<file path="config.mk">
export PLATFORM = sky130hd
export DESIGN_NAME = store_buffer_flat
export DESIGN_NICKNAME = d
export VERILOG_FILES = /design/src/rtl/store_buffer_pkg.sv /design/src/rtl/store_buffer_if.sv /design/src/rtl/store_buffer_cam.sv /design/src/rtl/store_buffer.sv /design/src/flat_wrapper.sv
export SDC_FILE = /design/constraint.sdc
export NUM_CORES = 1
export LEC_CHECK = 0
export BUFFER_PORTS_ARGS = -buffer_cell sky130_fd_sc_hd__clkbuf_2
export CORE_MARGIN = 4
export CORE_UTILIZATION = 61
export CTS_CLUSTER_DIAMETER = 60
export DETAILED_ROUTE_END_ITERATION = 8
export MAX_ROUTING_LAYER = met4
export PLACE_DENSITY = 0.89
export SLEW_MARGIN = 0
export SYNTH_ARGS = -nofsm -noshare
export SYNTH_HDL_FRONTEND = slang
export SYNTH_SLANG_ARGS = --single-unit
</file>
<file path="constraint.sdc">
create_clock -name clk -period 3.74 [get_ports clk]
set_input_delay 0.187 -clock clk [delete_from_list [all_inputs] [get_ports clk]]
set_output_delay 0.187 -clock clk [all_outputs]
set_load 0.1 [all_outputs]
</file>
<file path="src/rtl/store_buffer_pkg.sv">
// Shared constants and helpers for the store buffer: geometry defaults,
// enqueue decision encoding and the byte-lane merge function.
package store_buffer_pkg;

    localparam int SB_DEPTH = 4;
    localparam int SB_AW    = 30;
    localparam int SB_DW    = 32;
    localparam int SB_MW    = SB_DW / 8;

    typedef enum logic [1:0] {
        SB_OP_IDLE  = 2'd0,
        SB_OP_ALLOC = 2'd1,
        SB_OP_MERGE = 2'd2
    } sb_op_e;

    function automatic logic [SB_DW-1:0] merge_bytes(
        input logic [SB_DW-1:0] old_data,
        input logic [SB_DW-1:0] new_data,
        input logic [SB_MW-1:0] lane_mask
    );
        logic [SB_DW-1:0] res;
        res = old_data;
        for (int i = 0; i < SB_MW; i++) begin
            if (lane_mask[i]) res[8*i +: 8] = new_data[8*i +: 8];
        end
        return res;
    endfunction

endpackage

</file>
<file path="src/rtl/store_buffer_if.sv">
// Store-side, memory-side and load-probe signals of the store buffer.
// The buffer itself is the slave; the surrounding pipeline/memory is the master.
interface store_buffer_if #(
    parameter int AW = store_buffer_pkg::SB_AW
);
    logic                              enq_valid;
    logic                              enq_ready;
    logic [AW-1:0]                     enq_addr;
    logic [store_buffer_pkg::SB_DW-1:0] enq_data;
    logic [store_buffer_pkg::SB_MW-1:0] enq_mask;

    logic                              mem_valid;
    logic                              mem_ready;
    logic [AW-1:0]                     mem_addr;
    logic [store_buffer_pkg::SB_DW-1:0] mem_wdata;
    logic [store_buffer_pkg::SB_MW-1:0] mem_wmask;

    logic [AW-1:0]                     ld_addr;
    logic                              ld_valid;
    logic                              ld_hazard;

    modport slave (
        input  enq_valid, enq_addr, enq_data, enq_mask,
        output enq_ready,
        output mem_valid, mem_addr, mem_wdata, mem_wmask,
        input  mem_ready,
        input  ld_addr, ld_valid,
        output ld_hazard
    );

    modport master (
        output enq_valid, enq_addr, enq_data, enq_mask,
        input  enq_ready,
        input  mem_valid, mem_addr, mem_wdata, mem_wmask,
        output mem_ready,
        output ld_addr, ld_valid,
        input  ld_hazard
    );

endinterface

</file>
<file path="src/rtl/store_buffer_cam.sv">
// N-way word-address comparator: one match bit per entry, gated by the
// entry's valid bit.
module store_buffer_cam #(
    parameter int N  = 4,
    parameter int AW = 30
) (
    input  logic [N-1:0][AW-1:0] entry_addr,
    input  logic [N-1:0]         entry_vld,
    input  logic [AW-1:0]        key,
    output logic [N-1:0]         match
);

    always_comb begin
        match = '0;
        for (int i = 0; i < N; i++) begin
            match[i] = entry_vld[i] && (entry_addr[i] == key);
        end
    end

endmodule

</file>
<file path="src/rtl/store_buffer.sv">
// In-order write queue between store formatting and the memory write port,
// with byte-merging into the youngest entry and a load-hazard probe.
module store_buffer
    import store_buffer_pkg::*;
#(
    parameter int DEPTH = SB_DEPTH,
    parameter int AW    = SB_AW
) (
    input  logic                   clk,
    input  logic                   rst_n,
    store_buffer_if.slave          sb,
    output logic                   empty,
    output logic [$clog2(DEPTH):0] count
);

    localparam int PW = $clog2(DEPTH);
    localparam int CW = PW + 1;

    logic [DEPTH-1:0]            valid_q, valid_d;
    logic [DEPTH-1:0][AW-1:0]    addr_q,  addr_d;
    logic [DEPTH-1:0][SB_DW-1:0] data_q,  data_d;
    logic [DEPTH-1:0][SB_MW-1:0] mask_q,  mask_d;
    logic [PW-1:0]               head_q,  head_d;
    logic [PW-1:0]               tail_q,  tail_d;
    logic [CW-1:0]               count_q, count_d;

    logic [PW-1:0]    young;
    logic [DEPTH-1:0] young_sel;
    logic [DEPTH-1:0] ld_match;
    logic [DEPTH-1:0] young_match;
    logic             mem_vld;
    logic             enq_rdy;
    logic             deq;
    logic             merge_ok;
    logic             enq_fire;
    sb_op_e           enq_op;

    assign young     = tail_q - PW'(1);
    assign young_sel = DEPTH'(1) << young;

    store_buffer_cam #(.N(DEPTH), .AW(AW)) u_ld_cam (
        .entry_addr (addr_q),
        .entry_vld  (valid_q),
        .key        (sb.ld_addr),
        .match      (ld_match)
    );

    // Same comparator, restricted to the youngest slot for merge detection.
    store_buffer_cam #(.N(DEPTH), .AW(AW)) u_merge_cam (
        .entry_addr (addr_q),
        .entry_vld  (valid_q & young_sel),
        .key        (sb.enq_addr),
        .match      (young_match)
    );

    assign mem_vld  = (count_q != '0);
    assign deq      = mem_vld && sb.mem_ready;
    assign merge_ok = (count_q != '0) && (|young_match)
                      && !((count_q == CW'(1)) && deq);
    assign enq_rdy  = (count_q < CW'(DEPTH)) || merge_ok;
    assign enq_fire = sb.enq_valid && enq_rdy && (sb.enq_mask != '0);

    always_comb begin
        enq_op = SB_OP_IDLE;
        if (enq_fire) enq_op = merge_ok ? SB_OP_MERGE : SB_OP_ALLOC;
    end

    always_comb begin
        valid_d = valid_q;
        addr_d  = addr_q;
        data_d  = data_q;
        mask_d  = mask_q;
        head_d  = head_q;
        tail_d  = tail_q;
        count_d = count_q;

        if (deq) begin
            valid_d[head_q] = 1'b0;
            head_d          = head_q + PW'(1);
        end

        unique case (enq_op)
            SB_OP_ALLOC: begin
                valid_d[tail_q] = 1'b1;
                addr_d[tail_q]  = sb.enq_addr;
                data_d[tail_q]  = sb.enq_data;
                mask_d[tail_q]  = sb.enq_mask;
                tail_d          = tail_q + PW'(1);
            end
            SB_OP_MERGE: begin
                data_d[young] = merge_bytes(data_q[young], sb.enq_data, sb.enq_mask);
                mask_d[young] = mask_q[young] | sb.enq_mask;
            end
            default: ;
        endcase

        unique case ({enq_op == SB_OP_ALLOC, deq})
            2'b10:   count_d = count_q + CW'(1);
            2'b01:   count_d = count_q - CW'(1);
            default: count_d = count_q;
        endcase
    end

    always_ff @(posedge clk or negedge rst_n) begin
        if (!rst_n) begin
            valid_q <= '0;
            addr_q  <= '0;
            data_q  <= '0;
            mask_q  <= '0;
            head_q  <= '0;
            tail_q  <= '0;
            count_q <= '0;
        end else begin
            valid_q <= valid_d;
            addr_q  <= addr_d;
            data_q  <= data_d;
            mask_q  <= mask_d;
            head_q  <= head_d;
            tail_q  <= tail_d;
            count_q <= count_d;
        end
    end

    assign sb.enq_ready = enq_rdy;
    assign sb.mem_valid = mem_vld;
    assign sb.mem_addr  = addr_q[head_q];
    assign sb.mem_wdata = data_q[head_q];
    assign sb.mem_wmask = mask_q[head_q];
    assign sb.ld_hazard = sb.ld_valid && (|ld_match);
    assign empty        = (count_q == '0);
    assign count        = count_q;

endmodule

</file>
<file path="src/flat_wrapper.sv">
// flat-port wrapper written by rule: the top's interface ports become plain ports
module store_buffer_flat import store_buffer_pkg::*;
#(
    parameter int DEPTH = SB_DEPTH,
    parameter int AW    = SB_AW
)
  (clk, rst_n, empty, count, sb_enq_valid, sb_enq_addr, sb_enq_data, sb_enq_mask, sb_enq_ready, sb_mem_valid, sb_mem_addr, sb_mem_wdata, sb_mem_wmask, sb_mem_ready, sb_ld_addr, sb_ld_valid, sb_ld_hazard);
  store_buffer_if #(.AW(AW)) sb_i ();
  input  logic clk;
  input  logic rst_n;
  output logic empty;
  output logic [$clog2(DEPTH):0] count;
  input wire logic [$bits(sb_i.enq_valid)-1:0] sb_enq_valid;
  input wire logic [$bits(sb_i.enq_addr)-1:0] sb_enq_addr;
  input wire logic [$bits(sb_i.enq_data)-1:0] sb_enq_data;
  input wire logic [$bits(sb_i.enq_mask)-1:0] sb_enq_mask;
  output wire logic [$bits(sb_i.enq_ready)-1:0] sb_enq_ready;
  output wire logic [$bits(sb_i.mem_valid)-1:0] sb_mem_valid;
  output wire logic [$bits(sb_i.mem_addr)-1:0] sb_mem_addr;
  output wire logic [$bits(sb_i.mem_wdata)-1:0] sb_mem_wdata;
  output wire logic [$bits(sb_i.mem_wmask)-1:0] sb_mem_wmask;
  input wire logic [$bits(sb_i.mem_ready)-1:0] sb_mem_ready;
  input wire logic [$bits(sb_i.ld_addr)-1:0] sb_ld_addr;
  input wire logic [$bits(sb_i.ld_valid)-1:0] sb_ld_valid;
  output wire logic [$bits(sb_i.ld_hazard)-1:0] sb_ld_hazard;
  assign sb_i.enq_valid = sb_enq_valid;
  assign sb_i.enq_addr = sb_enq_addr;
  assign sb_i.enq_data = sb_enq_data;
  assign sb_i.enq_mask = sb_enq_mask;
  assign sb_enq_ready = sb_i.enq_ready;
  assign sb_mem_valid = sb_i.mem_valid;
  assign sb_mem_addr = sb_i.mem_addr;
  assign sb_mem_wdata = sb_i.mem_wdata;
  assign sb_mem_wmask = sb_i.mem_wmask;
  assign sb_i.mem_ready = sb_mem_ready;
  assign sb_i.ld_addr = sb_ld_addr;
  assign sb_i.ld_valid = sb_ld_valid;
  assign sb_ld_hazard = sb_i.ld_hazard;
  store_buffer #(.DEPTH(DEPTH), .AW(AW)) u_core (.clk(clk), .rst_n(rst_n), .sb(sb_i), .empty(empty), .count(count));
endmodule
</file>
==> flow_metrics.env <==
export IMPL_cts_sinks=275
export IMPL_routed_wl_um=70100
export IMPL_async_flop_share_pct=100
export IMPL_setup_tns_final_ns=0
export IMPL_cts_root_buf="clkbuf_16"
export IMPL_areaGrowthSynthToFinish_pct=13.0
export IMPL_drc=0
export IMPL_cap_violations=0
export IMPL_antenna_left=0
export IMPL_fmax_ghz=0.287
export IMPL_grt_max_degree=114
export IMPL_syn_instance_count=1979
export IMPL_timing_final_crit_share_pct=93.1
export IMPL_worst_slew_pin_transition_ns=1.10
export IMPL_syn_area_um2=18900
export IMPL_maxSlewViolCount=0
export IMPL_synth_area_per_cell_um2=9.54
export IMPL_n_antenna_cell=0
export IMPL_worstPathCellList="xor2_1 > nor4_1 > nand4_1 > o22ai_2 > o21ai_2 > and3_2 > a21oi_4 > a221o_1"
export IMPL_top_level_ports=174
export IMPL_chipWidth_um=184
export IMPL_drive_gt1_share_pct=24.6
export IMPL_synth_edff_count=0
export IMPL_rrSetupSlack_ns=0.26
export IMPL_critPathLaunchType="flip-flop"
export IMPL_status="completed"
export IMPL_gp_congestion=1.08
export IMPL_htree_levels=2
export IMPL_whs_endpoint="u_core.addr_q[93]"
export IMPL_antenna_found_initial=0
export IMPL_post_route_min_period_ns=3.48
export IMPL_clockBufferDepth=3
export IMPL_vias=17580
export IMPL_cp_max_fo=30
export IMPL_worstPathRequired_ns=4.18
export IMPL_cts_buffers=34
export IMPL_yosysUniqueCellTypes=52
export IMPL_synthFlopType="dfrtp_1"
export IMPL_dp_hpwl_um=48700
export IMPL_clk_latency_ns=0.52
export IMPL_fillers=2193
export IMPL_dr_pass1_iters=6
export IMPL_std_cell_rows=64
export IMPL_initial_utilization_pct=61.7
export IMPL_portBuffers=173
export IMPL_setup_viol=0
export IMPL_clkTransAtPathRegs_ns=0.06
export IMPL_finalHoldViolCount=0
export IMPL_grt_pass1_wl_um=106000
export IMPL_die_y_um=184
export IMPL_grt_remaining_overflow=0
export IMPL_r2r_start="u_core.addr_q[76]"
export IMPL_end_kind="flip-flop"
export IMPL_drtIter0Drc=2770
export IMPL_worstRegToRegCells=8
export IMPL_worstSetupPathType="reg -> reg"
export IMPL_postCtsSetupBuffers=0
export IMPL_cp_slowest_cell="a21oi_4"
export IMPL_yosysSeqAreaShare_pct=36.4
export IMPL_rsz0062_at_grt="false"
export IMPL_rr_endpoint="u_core.data_q[100]"
export IMPL_die_area_um2=33800
export IMPL_whs_path_depth=3
export IMPL_nets=2198
export IMPL_finalClockSkew_ns=0.0145
export IMPL_critPathMaxStageDelay_ns=0.82
export IMPL_syn_num_nets=2097
export IMPL_hold_path_class="in -> reg"
export IMPL_cts_tree="yes"
export IMPL_routed_via_density=7.04
export IMPL_min_from="sb_enq_addr[3]"
export IMPL_core_area_um2=30600
export IMPL_slew_headroom_pct=26.6
export IMPL_gr_usage_all_layers_pct=42.2
export IMPL_wl_per_cell_um=28.0
export IMPL_yosys_warnings=0
export IMPL_ys_ff_latch=275
export IMPL_cp_arrival_ns=3.93
export IMPL_grt_pass1_vias=17086
-- worst max-delay path by stage --
stage,start,to,slack (ns)
finish,u_core.addr_q[76],u_core.data_q[100],0.26
global route,u_core.tail_q[1],u_core.data_q[110],0.17
CTS,u_core.addr_q[76],u_core.data_q[100],0.43
detailed placement,u_core.tail_q[0],u_core.data_q[122],0.45
global placement,u_core.addr_q[76],u_core.data_q[120],0.49
floorplan,u_core.count[0],u_core.count[2],0.44
-- cells in the final DEF (no fill, tap or decap), types with 5 or more instances in the layout --
master,synthesis,layout
nor2_1,150,150
xor2_1,165,165
mux2i_1,51,51
bufinv_16,0,5
buf_4,10,35
o221a_2,26,26
nand2_1,375,372
dlygate4sd3_1,0,12
nor3_1,9,9
ha_1,17,16
o21bai_1,14,14
nor2b_1,27,27
nand4_1,39,39
a21oi_1,111,110
clkbuf_8,0,7
a211oi_1,50,50
buf_12,0,11
dfrtp_1,275,272
and2_1,32,32
nand2_2,4,7
and3_1,7,5
clkbuf_2,0,172
o21ai_1,5,5
nor4_1,66,66
xnor2_1,80,80
or2_2,54,54
inv_1,10,10
o21ai_0,36,36
a221o_1,31,31
clkbuf_16,0,34
mux4_2,102,102
mux2_2,37,37
-- cell type report --
| type | count | area, um^2 | area share, % |
|---|---|---|---|
| clock inverter | 14 | 220 | 1.03 |
| tap | 396 | 495 | 2.32 |
| inverter | 10 | 37.5 | 0.176 |
| clock buffer | 44 | 958 | 4.49 |
| sequential | 275 | 6890 | 32.3 |
| multi-input combinational | 1528 | 11300 | 52.8 |
| timing repair buffer | 231 | 1480 | 6.93 |
-- metrics by stage --
| stage | worst slack [ns] | utilization [%] | cells | hold slack [ns] | instance area (um^2) |
|---|---|---|---|---|---|
| finish | 0.257 | 69.8 | 2498 | 0.0122 | 21300 |
| global route | 0.169 | 69.8 | 2498 | 0.0303 | 21300 |
| CTS | 0.430 | 69.8 | 2498 | 0.00481 | 21300 |
| detailed placement | 0.452 | 65.5 | 2428 | 0.347 | 20000 |
| global placement | 0.494 | 65.5 | 2428 | 0.337 | 20000 |
| floorplan | 0.445 | - | 1979 | -0.109 | 18900 |
-- worst max-delay path, delay by kind of cell, from the launching register on --
kind | cells | cell delay, ns
simple gates | 3 | 1.17
xor+xnor | 1 | 0.20
flops | 1 | 0.43
compound gates | 4 | 1.58
-- cell families after synthesis --
logic type / count (synthesis) / share of synthesized area (%)
buffers and inverters: 176 / 4.09
adders and majority gates: 17 / 1.13
DFF: 275 / 36.4
AOI/OAI and AO/OA: 306 / 11.3
muxes: 190 / 17.1
and+or+nand+nor: 770 / 18.6
xor gates and xnor gates: 245 / 11.4
-- repair_timing --
item	in CTS	in global routing
hold buffers	12	0
endpoints found under the hold margin	127	0
resized for setup	0	0
-- routing by layer --
metal | global-route usage (%) | wire length, um
met1 | 57.5 | 25900
met5 | - | 0
met3 | 7.64 | 8570
met4 | 15.6 | 3660
met2 | 64.0 | 31900
-- Yosys cell counts (all sizes together) (2+ instances only) --
cell type | instances | area (um^2)
a221o | 31 | 310
a211oi | 50 | 375
or2 | 54 | 338
inv | 10 | 37.5
mux4 | 102 | 2300
o22ai | 4 | 37.5
a2bb2oi | 4 | 35.0
o21ai | 42 | 214
nor3 | 9 | 45.0
xor2 | 165 | 1450
and2 | 32 | 200
dfrtp | 275 | 6880
nand2 | 379 | 1430
mux2i | 51 | 510
a21boi | 2 | 26.3
mux2 | 37 | 417
buf | 83 | 424
ha | 17 | 213
clkbuf | 83 | 312
xnor2 | 80 | 701
a21o | 4 | 30.0
nor2 | 150 | 563
nor3b | 2 | 15.0
nor2b | 27 | 169
a21oi | 112 | 564
nor4 | 68 | 438
and3 | 7 | 43.8
o211a | 2 | 20.0
o21bai | 14 | 105
o221a | 27 | 304
nand4 | 39 | 244
o21a | 2 | 15.0
o32a | 3 | 30.0
o22a | 2 | 17.5
nand3 | 2 | 10.0
a22o | 2 | 17.5
-- registers in the layout, indices dropped and copies added (netlist names) --
| signal | count |
|---|---|
| u_core.head_q | 2 |
| u_core.addr_q | 120 |
| u_core.tail_q | 2 |
| u_core.valid_q | 4 |
| u_core.mask_q | 16 |
| u_core.count | 3 |
| u_core.data_q | 128 |
Power is not shown: default switching activity piles up to over one toggle a cycle in this logic, so the estimate is an artifact.
